File: src/rtl/pe_demux_router.sv
// pe_demux_router
//   Registered 1:NUM_OUT demultiplexer with valid/ready flow control.
//   The input beat goes to one output channel. The channel is chosen by
//   in_sel in explicit mode, or by the internal round-robin pointer in
//   round-robin mode. Each channel holds one registered entry. A stalled
//   consumer therefore blocks only the beats that target its own channel.
//
//   Optional feature: define PE_DEMUX_BCAST_EN to enable broadcast. When
//   in_bcast=1, one beat loads every channel. Without the macro, in_bcast
//   is ignored.
//
// Ports
//   clk, rst            : clock, synchronous active-high reset
//   in_valid/in_ready   : input handshake
//   in_data  [WIDTH]    : input payload
//   in_sel   [SEL_W]    : explicit target channel (rr_mode=0)
//   rr_mode             : 1 = round-robin steering, 0 = explicit
//   in_bcast            : broadcast request (PE_DEMUX_BCAST_EN only)
//   out_valid[NUM_OUT]  : per-channel valid
//   out_ready[NUM_OUT]  : per-channel consumer ready
//   out_data [NUM_OUT*WIDTH] : channel i at [i*WIDTH +: WIDTH]
//   rr_ptr   [SEL_W]    : current round-robin pointer
module pe_demux_router #(
  parameter int WIDTH   = 8,
  parameter int NUM_OUT = 4,
  parameter int SEL_W   = 2
) (
  input  logic                     clk,
  input  logic                     rst,
  input  logic                     in_valid,
  output logic                     in_ready,
  input  logic [WIDTH-1:0]         in_data,
  input  logic [SEL_W-1:0]         in_sel,
  input  logic                     rr_mode,
  input  logic                     in_bcast,
  output logic [NUM_OUT-1:0]       out_valid,
  input  logic [NUM_OUT-1:0]       out_ready,
  output logic [NUM_OUT*WIDTH-1:0] out_data,
  output logic [SEL_W-1:0]         rr_ptr
);

  logic [NUM_OUT-1:0]            r_valid;
  logic [NUM_OUT-1:0][WIDTH-1:0] r_data;
  logic [SEL_W-1:0]              r_rr_ptr;

  logic [NUM_OUT-1:0] w_free;
  logic [NUM_OUT-1:0] w_load;
  logic [SEL_W-1:0]   w_tgt;
  logic               w_bcast;
  logic               w_acc;

`ifdef PE_DEMUX_BCAST_EN
  assign w_bcast = in_bcast;
`else
  // Broadcast is compiled out. Tying it to 0 lets synthesis drop the logic.
  logic w_unused;
  assign w_unused = in_bcast;
  assign w_bcast  = 1'b0;
`endif

  // A slot is free when it is empty or being drained this cycle.
  // This allows a drain and a refill of the same slot in one cycle.
  assign w_free   = ~r_valid | out_ready;
  assign w_tgt    = rr_mode ? r_rr_ptr : in_sel;
  assign in_ready = w_bcast ? (&w_free) : w_free[w_tgt];
  assign w_acc    = in_valid & in_ready;

  for (genvar i = 0; i < NUM_OUT; i++) begin : g_lane
    assign w_load[i] = w_acc & (w_bcast | (w_tgt == SEL_W'(i)));

    always_ff @(posedge clk) begin
      if (rst) begin
        r_valid[i] <= 1'b0;
        r_data[i]  <= '0;
      end else if (w_load[i]) begin
        r_valid[i] <= 1'b1;
        r_data[i]  <= in_data;
      end else if (out_ready[i]) begin
        // out_data keeps its value after a drain; only valid clears.
        r_valid[i] <= 1'b0;
      end
    end
  end

  // The pointer width equals log2(NUM_OUT), so wrap-around is the natural overflow.
  always_ff @(posedge clk) begin
    if (rst)
      r_rr_ptr <= '0;
    else if (w_acc && rr_mode && !w_bcast)
      r_rr_ptr <= r_rr_ptr + SEL_W'(1);
  end

  assign out_valid = r_valid;
  assign out_data  = r_data;
  assign rr_ptr    = r_rr_ptr;

endmodule

File: config.mk
export PLATFORM = sky130hd
export DESIGN_NAME = pe_demux_router
export DESIGN_NICKNAME = d
export VERILOG_FILES = /design/src/rtl/pe_demux_router.sv
export SDC_FILE = /design/constraint.sdc
export NUM_CORES = 1
export LEC_CHECK = 0
export ABC_CLOCK_PERIOD_IN_PS = 1660
export CAP_MARGIN = 20
export CORE_ASPECT_RATIO = 0.9
export CORE_MARGIN = 5
export CORE_UTILIZATION = 44
export CTS_BUF_LIST = sky130_fd_sc_hd__clkbuf_4 sky130_fd_sc_hd__clkbuf_8
export CTS_CLUSTER_SIZE = 16
export DETAILED_ROUTE_END_ITERATION = 7
export GPL_ROUTABILITY_DRIVEN = 1
export GPL_TIMING_DRIVEN = 1
export PLACE_DENSITY = 0.82
export SYNTH_ARGS = -nofsm -noshare
export SYNTH_HDL_FRONTEND = slang
export SYNTH_SLANG_ARGS = --single-unit
File: constraint.sdc
create_clock -name clk -period 1.66 [get_ports clk]
set_input_delay 0.249 -clock clk [delete_from_list [all_inputs] [get_ports clk]]
set_output_delay 0.249 -clock clk [all_outputs]
set_load 0.02 [all_outputs]
==> out/results.txt, run 1 <==
Psw: 0.459 mW
Worst-Skew Late Latency: 0.33 ns
GRT Total Usage: 0.161
Die Height: 63.7 um
Worst slew margin: 0.843
Worst R2R Start: rr_ptr[1]
H-tree depth: 2
Io pins: 58
Hold slack: 0.509 ns
Antenna Cells: 0
Highest Signal Layer: met3
Worst Hold Launch: out_data[30]
Largest net degree at the start of global routing: 39
Setup TNS: -0.0524 ns
Routed length on met3: 410 um
Worst Tran Pin Value: 0.229 ns
Top FF cell, synth: dfxtp_1
Vias: 1,201
Dpl cell area: 0.00213 mm^2
Fin area: 0.00218 mm^2
Met2 wire length: 1.61 mm
Critical Path Start Type: input port
Vias per cell: 4.84
Int Power: 1.28 mW
Clk buf depth: 2
DRT met1 WL: 1.52 mm
Most instantiated cells after synthesis: dfxtp_1 (38), mux2i_1 (36), nor2_1 (32)
Syn avg cell area: 10.5 um^2
Post-route insts no fill: 248
Cells after Synth: 134
Pwr Density: 796 mW/mm^2
Max Transition Viols Final: 0
Row count: 19
Comb pwr share: 0.195
Failing checks: negative setup slack
Max Freq: 584 MHz
Top-area cell type share of the netlist area: 0.539
Register bit total from synthesis: 38
Post-Route WL: 3.54 mm
Clock Pin Slew Worst Setup and Hold Paths: 0.09 ns
Mapped Nets: 153
R2R setup slack: 0.14 ns
Share of layout cells above drive strength 1: 0.131
DR pass1 iterations: 4
Post-layout util: 0.712
Hold Path End: out_data[30]
Arr. time, crit path: 1.46 ns
Status: finished with violations
Sw Share: 0.264
Post-Synthesis Cell Area: 0.00141 mm^2
Setup Fix Bufs, Post-CTS: 0
Detailed placer's ending HPWL: 2.61 mm
Dpl cells: 241
Async SR Flop Fraction: 0
Max cap viols: 0
VDD IR max: 0.000648 V
Layout fillers: 243
Hold/Removal Path Class: register to register
Die area: 0.00444 mm^2
First-pass GRT wire length: 5.67 mm
RePlAce Congestion: 0.811
Initial antenna violation count: 0
DR DRC count: 0
R2R Path End: rr_ptr[1]
IO buf count: 56
Overflow after GRT: 0
Final Critical Period: 1.71 ns
Final worst slack: -0.0524 ns
Hold Fails Final Rpt: 0
Cell with the most instances after synthesis: dfxtp_1
Final period util: 1.03
Cts hold-fix bufs: 0
WHS Path Cells: 2
Final setup vio count: 1
Vias in the first global route: 1,246
Total CTS buffers: 5
Share of power burned in registers: 0.557
Seq/Total Area, Yosys: 0.539
Critical setup path kind: input port to primary output
Clk pwr share: 0.248
Post-synth top area cell: dfxtp_1
Core footprint: 0.00307 mm^2
Post-synth EDFFs: 0
Yosys warning count: 0
Die Width: 69.7 um
Area grow syn2layout: 54.8%
Clock Sinks: 38
RSZ-0062 raised after global routing: yes
CP required: 1.41 ns
CP max FO: 3
Post-synth cell types: 16
Standby leakage power: 1.07 nW
Worst Clk Skew: 0.00848 ns
1st-iter DRT viols: 55
Synth top area cells: dfxtp_1 (54%), mux2i_1 (26%), nor2_1 (8.5%)
Critical Path Sink Type: primary output
Routed WL per cell: 14.3 um
Worst R2R Path Depth: 5
Nets: 225
CTS tree: built
Remaining antenna violation count: 0
Initial core utilization: 0.460
CTS root buffer: clkbuf_4
## per-stage QoR
stage / power (mW) / setup WS (ns)
detailed placement: 1.33 / -0.665
global placement: 1.32 / -0.576
CTS: 1.76 / -0.0476
global route: 1.84 / -0.0969
finish: 1.74 / -0.0524
floorplan: 1.15 / 0.160
## layout make-up
cell class,instances,area (um^2),area share
flip-flops and latches,38,762,0.349
repair buffers,73,698,0.320
multi-input cells,88,623,0.285
well taps,42,52.6,0.0241
clock buffers,5,37.5,0.0172
clock inverters,2,10.0,0.00458
## power groups by stage
stage | combinational (mW) | sequential [mW] | clock (mW)
after global routing | 0.358 | 0.975 | 0.504
after global placement | 0.331 | 0.988 | 0
after CTS | 0.342 | 0.969 | 0.451
after detailed placement | 0.339 | 0.990 | 0
final | 0.338 | 0.969 | 0.432
after floorplan | 0.114 | 1.04 | 0
## timing repair
item,4_1_cts,5_1_grt
endpoints found under the hold margin,0,0
setup endpoints to repair,9,3
resized for setup,7,3
## critical path, cell delays in order
cell             delay, ns
clkdlybuf4s50_1       0.45
mux2i_4               0.22
mux2i_1               0.27
mux2i_1               0.11
buf_2                 0.17
## placed cells by master, fill, tap and decap left out, types with 2 or more instances in the layout
master           count
clkdlybuf4s50_1     51
dfxtp_1             37
mux2i_1             36
nor2_1              32
buf_4               16
a21oi_1              6
clkbuf_4             5
nand2b_1             4
nand4b_1             2
clkinv_2             2
dlygate4sd2_1        2
dlymetal6s2s_1       2
## cells by family after synthesis
family,count (synthesis),share of synthesized area
simple gates,43,0.140
flops,38,0.539
mux,37,0.265
compound gates,8,0.0302
buf+inv,8,0.0248
## how the worst max path moves through the flow
| stage | from | to | slack (ns) | cells after the start |
|---|---|---|---|---|
| after detailed placement | rr_mode | in_ready | -0.67 | 5 |
| final | in_sel[1] | in_ready | -0.05 | 5 |
| after floorplan | rr_ptr[1] | rr_ptr[1] | 0.16 | 4 |
| after global placement | rr_mode | in_ready | -0.58 | 5 |
| after CTS | in_sel[1] | in_ready | -0.05 | 5 |
| after global routing | rr_ptr[1] | in_ready | -0.1 | 4 |
## routing by layer
| layer | GRT usage | up-vias |
|---|---|---|
| li1 | - | 598 |
| met3 | 0.116 | 0 |
| met5 | 0 | - |
| met4 | 0.0359 | 0 |
| met1 | 0.174 | 556 |
| met2 | 0.260 | 47 |
## state kept, by name, indices dropped and copies added, names as in the netlist
name,count
out_data,32
out_valid,4
rr_ptr,2
(Power assumes the default switching activity.)
==> run 2, diff against run 1 <==
--- a/config.mk
+++ b/config.mk
@@ -8,7 +8,7 @@
 export ABC_CLOCK_PERIOD_IN_PS = 1660
 export CAP_MARGIN = 20
 export CORE_ASPECT_RATIO = 0.9
-export CORE_MARGIN = 5
+export CORE_MARGIN = 8
 export CORE_UTILIZATION = 44
 export CTS_BUF_LIST = sky130_fd_sc_hd__clkbuf_4 sky130_fd_sc_hd__clkbuf_8
 export CTS_CLUSTER_SIZE = 16
==> run 2 against run 1 <==
  * The run still ends with negative setup slack left
  * Hold slack got worse by 0.0014 ns
  * Worst setup slack gained 0.024 ns
  * Combinational power increased by 2%
  * Total power rose by 22%
  * Core utilization rose by 2.3 points
  * First-iteration DRC count is 13% higher
  * Via count rose by 3.5%
  * Fmax is 1.4% higher
  * Wire length is 8.0% higher
  * Non-clock buffer count is the same
  * Critical path type unchanged
==> out/results.txt, run 2 (synthesized netlist as in run 1, its figures left out) <==
Clock Sinks: 38 (unchanged)
Overflow after GRT: 0 (unchanged)
Routed WL per cell: 15.4 um (was 14.3 um)
Most frequent cells in the layout: clkdlybuf4s50_1 (52), dfxtp_1 (37), mux2i_1 (36) (was clkdlybuf4s50_1 (51), dfxtp_1 (37), mux2i_1 (36))
Comb pwr share: 0.162 (was 0.195)
Worst Hold Launch: out_data[30] (unchanged)
Critical Path Sink Type: primary output (unchanged)
PnR Total Power: 2.13 mW (was 1.74 mW)
Largest net degree at the start of global routing: 39 (unchanged)
Setup TNS: -0.0286 ns (was -0.0524 ns)
Int Power: 1.64 mW (was 1.28 mW)
Critical setup path kind: input port to primary output (unchanged)
H-tree depth: 2 (unchanged)
Layout fillers: 224 (was 243)
Worst Tran Pin Value: 0.254 ns (was 0.229 ns)
Row count: 19 (unchanged)
Max Freq: 592 MHz (was 584 MHz)
Hold/Removal Path Class: register to register (unchanged)
Clk pwr share: 0.381 (was 0.248)
Sw Share: 0.228 (was 0.264)
R2R Path End: out_data[28] (was rr_ptr[1])
1st-iter DRT viols: 62 (was 55)
VDD IR max: 0.000768 V (was 0.000648 V)
Hold Fails Final Rpt: 0 (unchanged)
Die Height: 69.7 um (was 63.7 um)
Max Transition Viols Final: 0 (unchanged)
Final worst slack: -0.0286 ns (was -0.0524 ns)
GRT Max-Usage Layer: met2 (unchanged)
Remaining antenna violation count: 0 (unchanged)
Total CTS buffers: 5 (unchanged)
Arr. time, crit path: 1.44 ns (was 1.46 ns)
Dpl cells: 240 (was 241)
Critical Path Start Type: input port (unchanged)
Vias: 1,243 (was 1,201)
Max cap viols: 0 (unchanged)
Worst slew margin: 0.826 (was 0.843)
Met1 Usage GRT: 0.177 (was 0.174)
CP required: 1.41 ns (about the same)
Multi-input logic area: 623 um^2 (unchanged)
Worst Clk Skew: 0.00562 ns (was 0.00848 ns)
Initial core utilization: 0.460 (unchanged)
Die area: 0.00527 mm^2 (was 0.00444 mm^2)
DR DRC count: 0 (unchanged)
Post-route insts no fill: 249 (was 248)
Core footprint: 0.00307 mm^2 (unchanged)
Psw: 0.485 mW (was 0.459 mW)
Final Critical Period: 1.69 ns (was 1.71 ns)
CTS root buffer: clkbuf_4 (unchanged)
Worst-Skew Late Latency: 0.34 ns (was 0.33 ns)
Die Width: 75.7 um (was 69.7 um)
M2 GR Usage: 0.227 (was 0.260)
Pwr Density: 943 mW/mm^2 (was 796 mW/mm^2)
GRT Total Usage: 0.152 (was 0.161)
Clk buf depth: 2 (unchanged)
Hold Path End: out_data[30] (unchanged)
Area grow syn2layout: 59.8% (was 54.8%)
DR pass1 iterations: 4 (unchanged)
Status: finished with violations (unchanged)
Vias in the first global route: 1,275 (was 1,246)
Share of layout cells above drive strength 1: 0.135 (was 0.131)
Standby leakage power: 1.07 nW (about the same)
Worst R2R Path Depth: 7 (was 5)
Sequential cell area: 762 um^2 (unchanged)
First-pass GRT wire length: 6.20 mm (was 5.67 mm)
GR Util met3: 0.0896 (was 0.116)
Vias per cell: 4.99 (was 4.84)
IO buf count: 56 (unchanged)
Post-Route WL: 3.83 mm (was 3.54 mm)
Antenna Cells: 0 (unchanged)
Clock Pin Slew Worst Setup and Hold Paths: 0.11 ns (was 0.09 ns)
R2R setup slack: 0.16 ns (was 0.14 ns)
Detailed placer's ending HPWL: 2.89 mm (was 2.61 mm)
Nets: 225 (unchanged)
Final setup vio count: 1 (unchanged)
Io pins: 58 (unchanged)
Failing checks: negative setup slack (unchanged)
WHS Path Cells: 2 (unchanged)
Share of power burned in registers: 0.456 (was 0.557)
Commonest non-fill, non-tap cell in the layout: clkdlybuf4s50_1 (unchanged)
Final period util: 1.02 (was 1.03)
CP max FO: 3 (unchanged)
Max reg flops: 32 (unchanged)
RePlAce Congestion: 0.789 (was 0.811)
RSZ-0062 raised after global routing: yes (unchanged)
Initial antenna violation count: 0 (unchanged)
Worst R2R Start: rr_ptr[1] (unchanged)
CTS tree: built (unchanged)
==> run 2: worst max path at each step <==
| stage | startpoint | to | cells past startpoint |
|---|---|---|---|
| finish | in_sel[1] | in_ready | 5 |
| global route | rr_ptr[1] | in_ready | 4 |
| CTS | in_sel[1] | in_ready | 5 |
| detailed placement | rr_mode | in_ready | 5 |
| global placement | rr_mode | in_ready | 5 |
| floorplan | rr_ptr[1] | rr_ptr[1] | 4 |
==> run 2: power by group through the flow <==
stage,registers [mW],clock network [mW],logic (mW)
2_1_floorplan,1.04,0,0.114
3_3_place_gp,0.987,0,0.338
3_5_place_dp,0.990,0,0.344
4_1_cts,0.970,0.833,0.347
5_1_grt,0.975,0.872,0.370
6_report,0.970,0.811,0.345
==> run 2: cell type report <==
cell class | count | area share
clock buffers | 6 | 0.0228
clock inverters | 2 | 0.0267
multi-input cells | 88 | 0.277
flip-flops and latches | 38 | 0.338
well taps | 42 | 0.0233
repair buffers | 73 | 0.313
==> run 2: critical path: stages <==
cell and delay, ns:
clkdlybuf4s50_1 0.45, mux2i_4 0.21, mux2i_1 0.27, mux2i_1 0.10, buf_2 0.17
==> run 2: what timing repair did <==
item	4_1_cts	5_1_grt
gates resized for setup	9	0
hold endpoints to repair	0	0
endpoints found under the setup margin	16	1
hold buffers	0	0
setup buffers	1	0
==> run 2: metrics by stage <==
stage / worst slack (ns) / instance area (um^2) / hold slack [ns] / utilization
2_1_floorplan: 0.160 / 1410 / 0.393 / -
3_3_place_gp: -0.581 / 2130 / 0.477 / 0.696
3_5_place_dp: -0.681 / 2130 / 0.488 / 0.696
4_1_cts: -0.0300 / 2250 / 0.512 / 0.735
5_1_grt: -0.101 / 2250 / 0.541 / 0.735
6_report: -0.0286 / 2250 / 0.507 / 0.735
==> run 2: routing by layer <==
layer  wire length, um  vias up
met4                40        0
met5                 0        -
met2              1620       56
met1              1680      577
li1                  -      605
met3               489        5
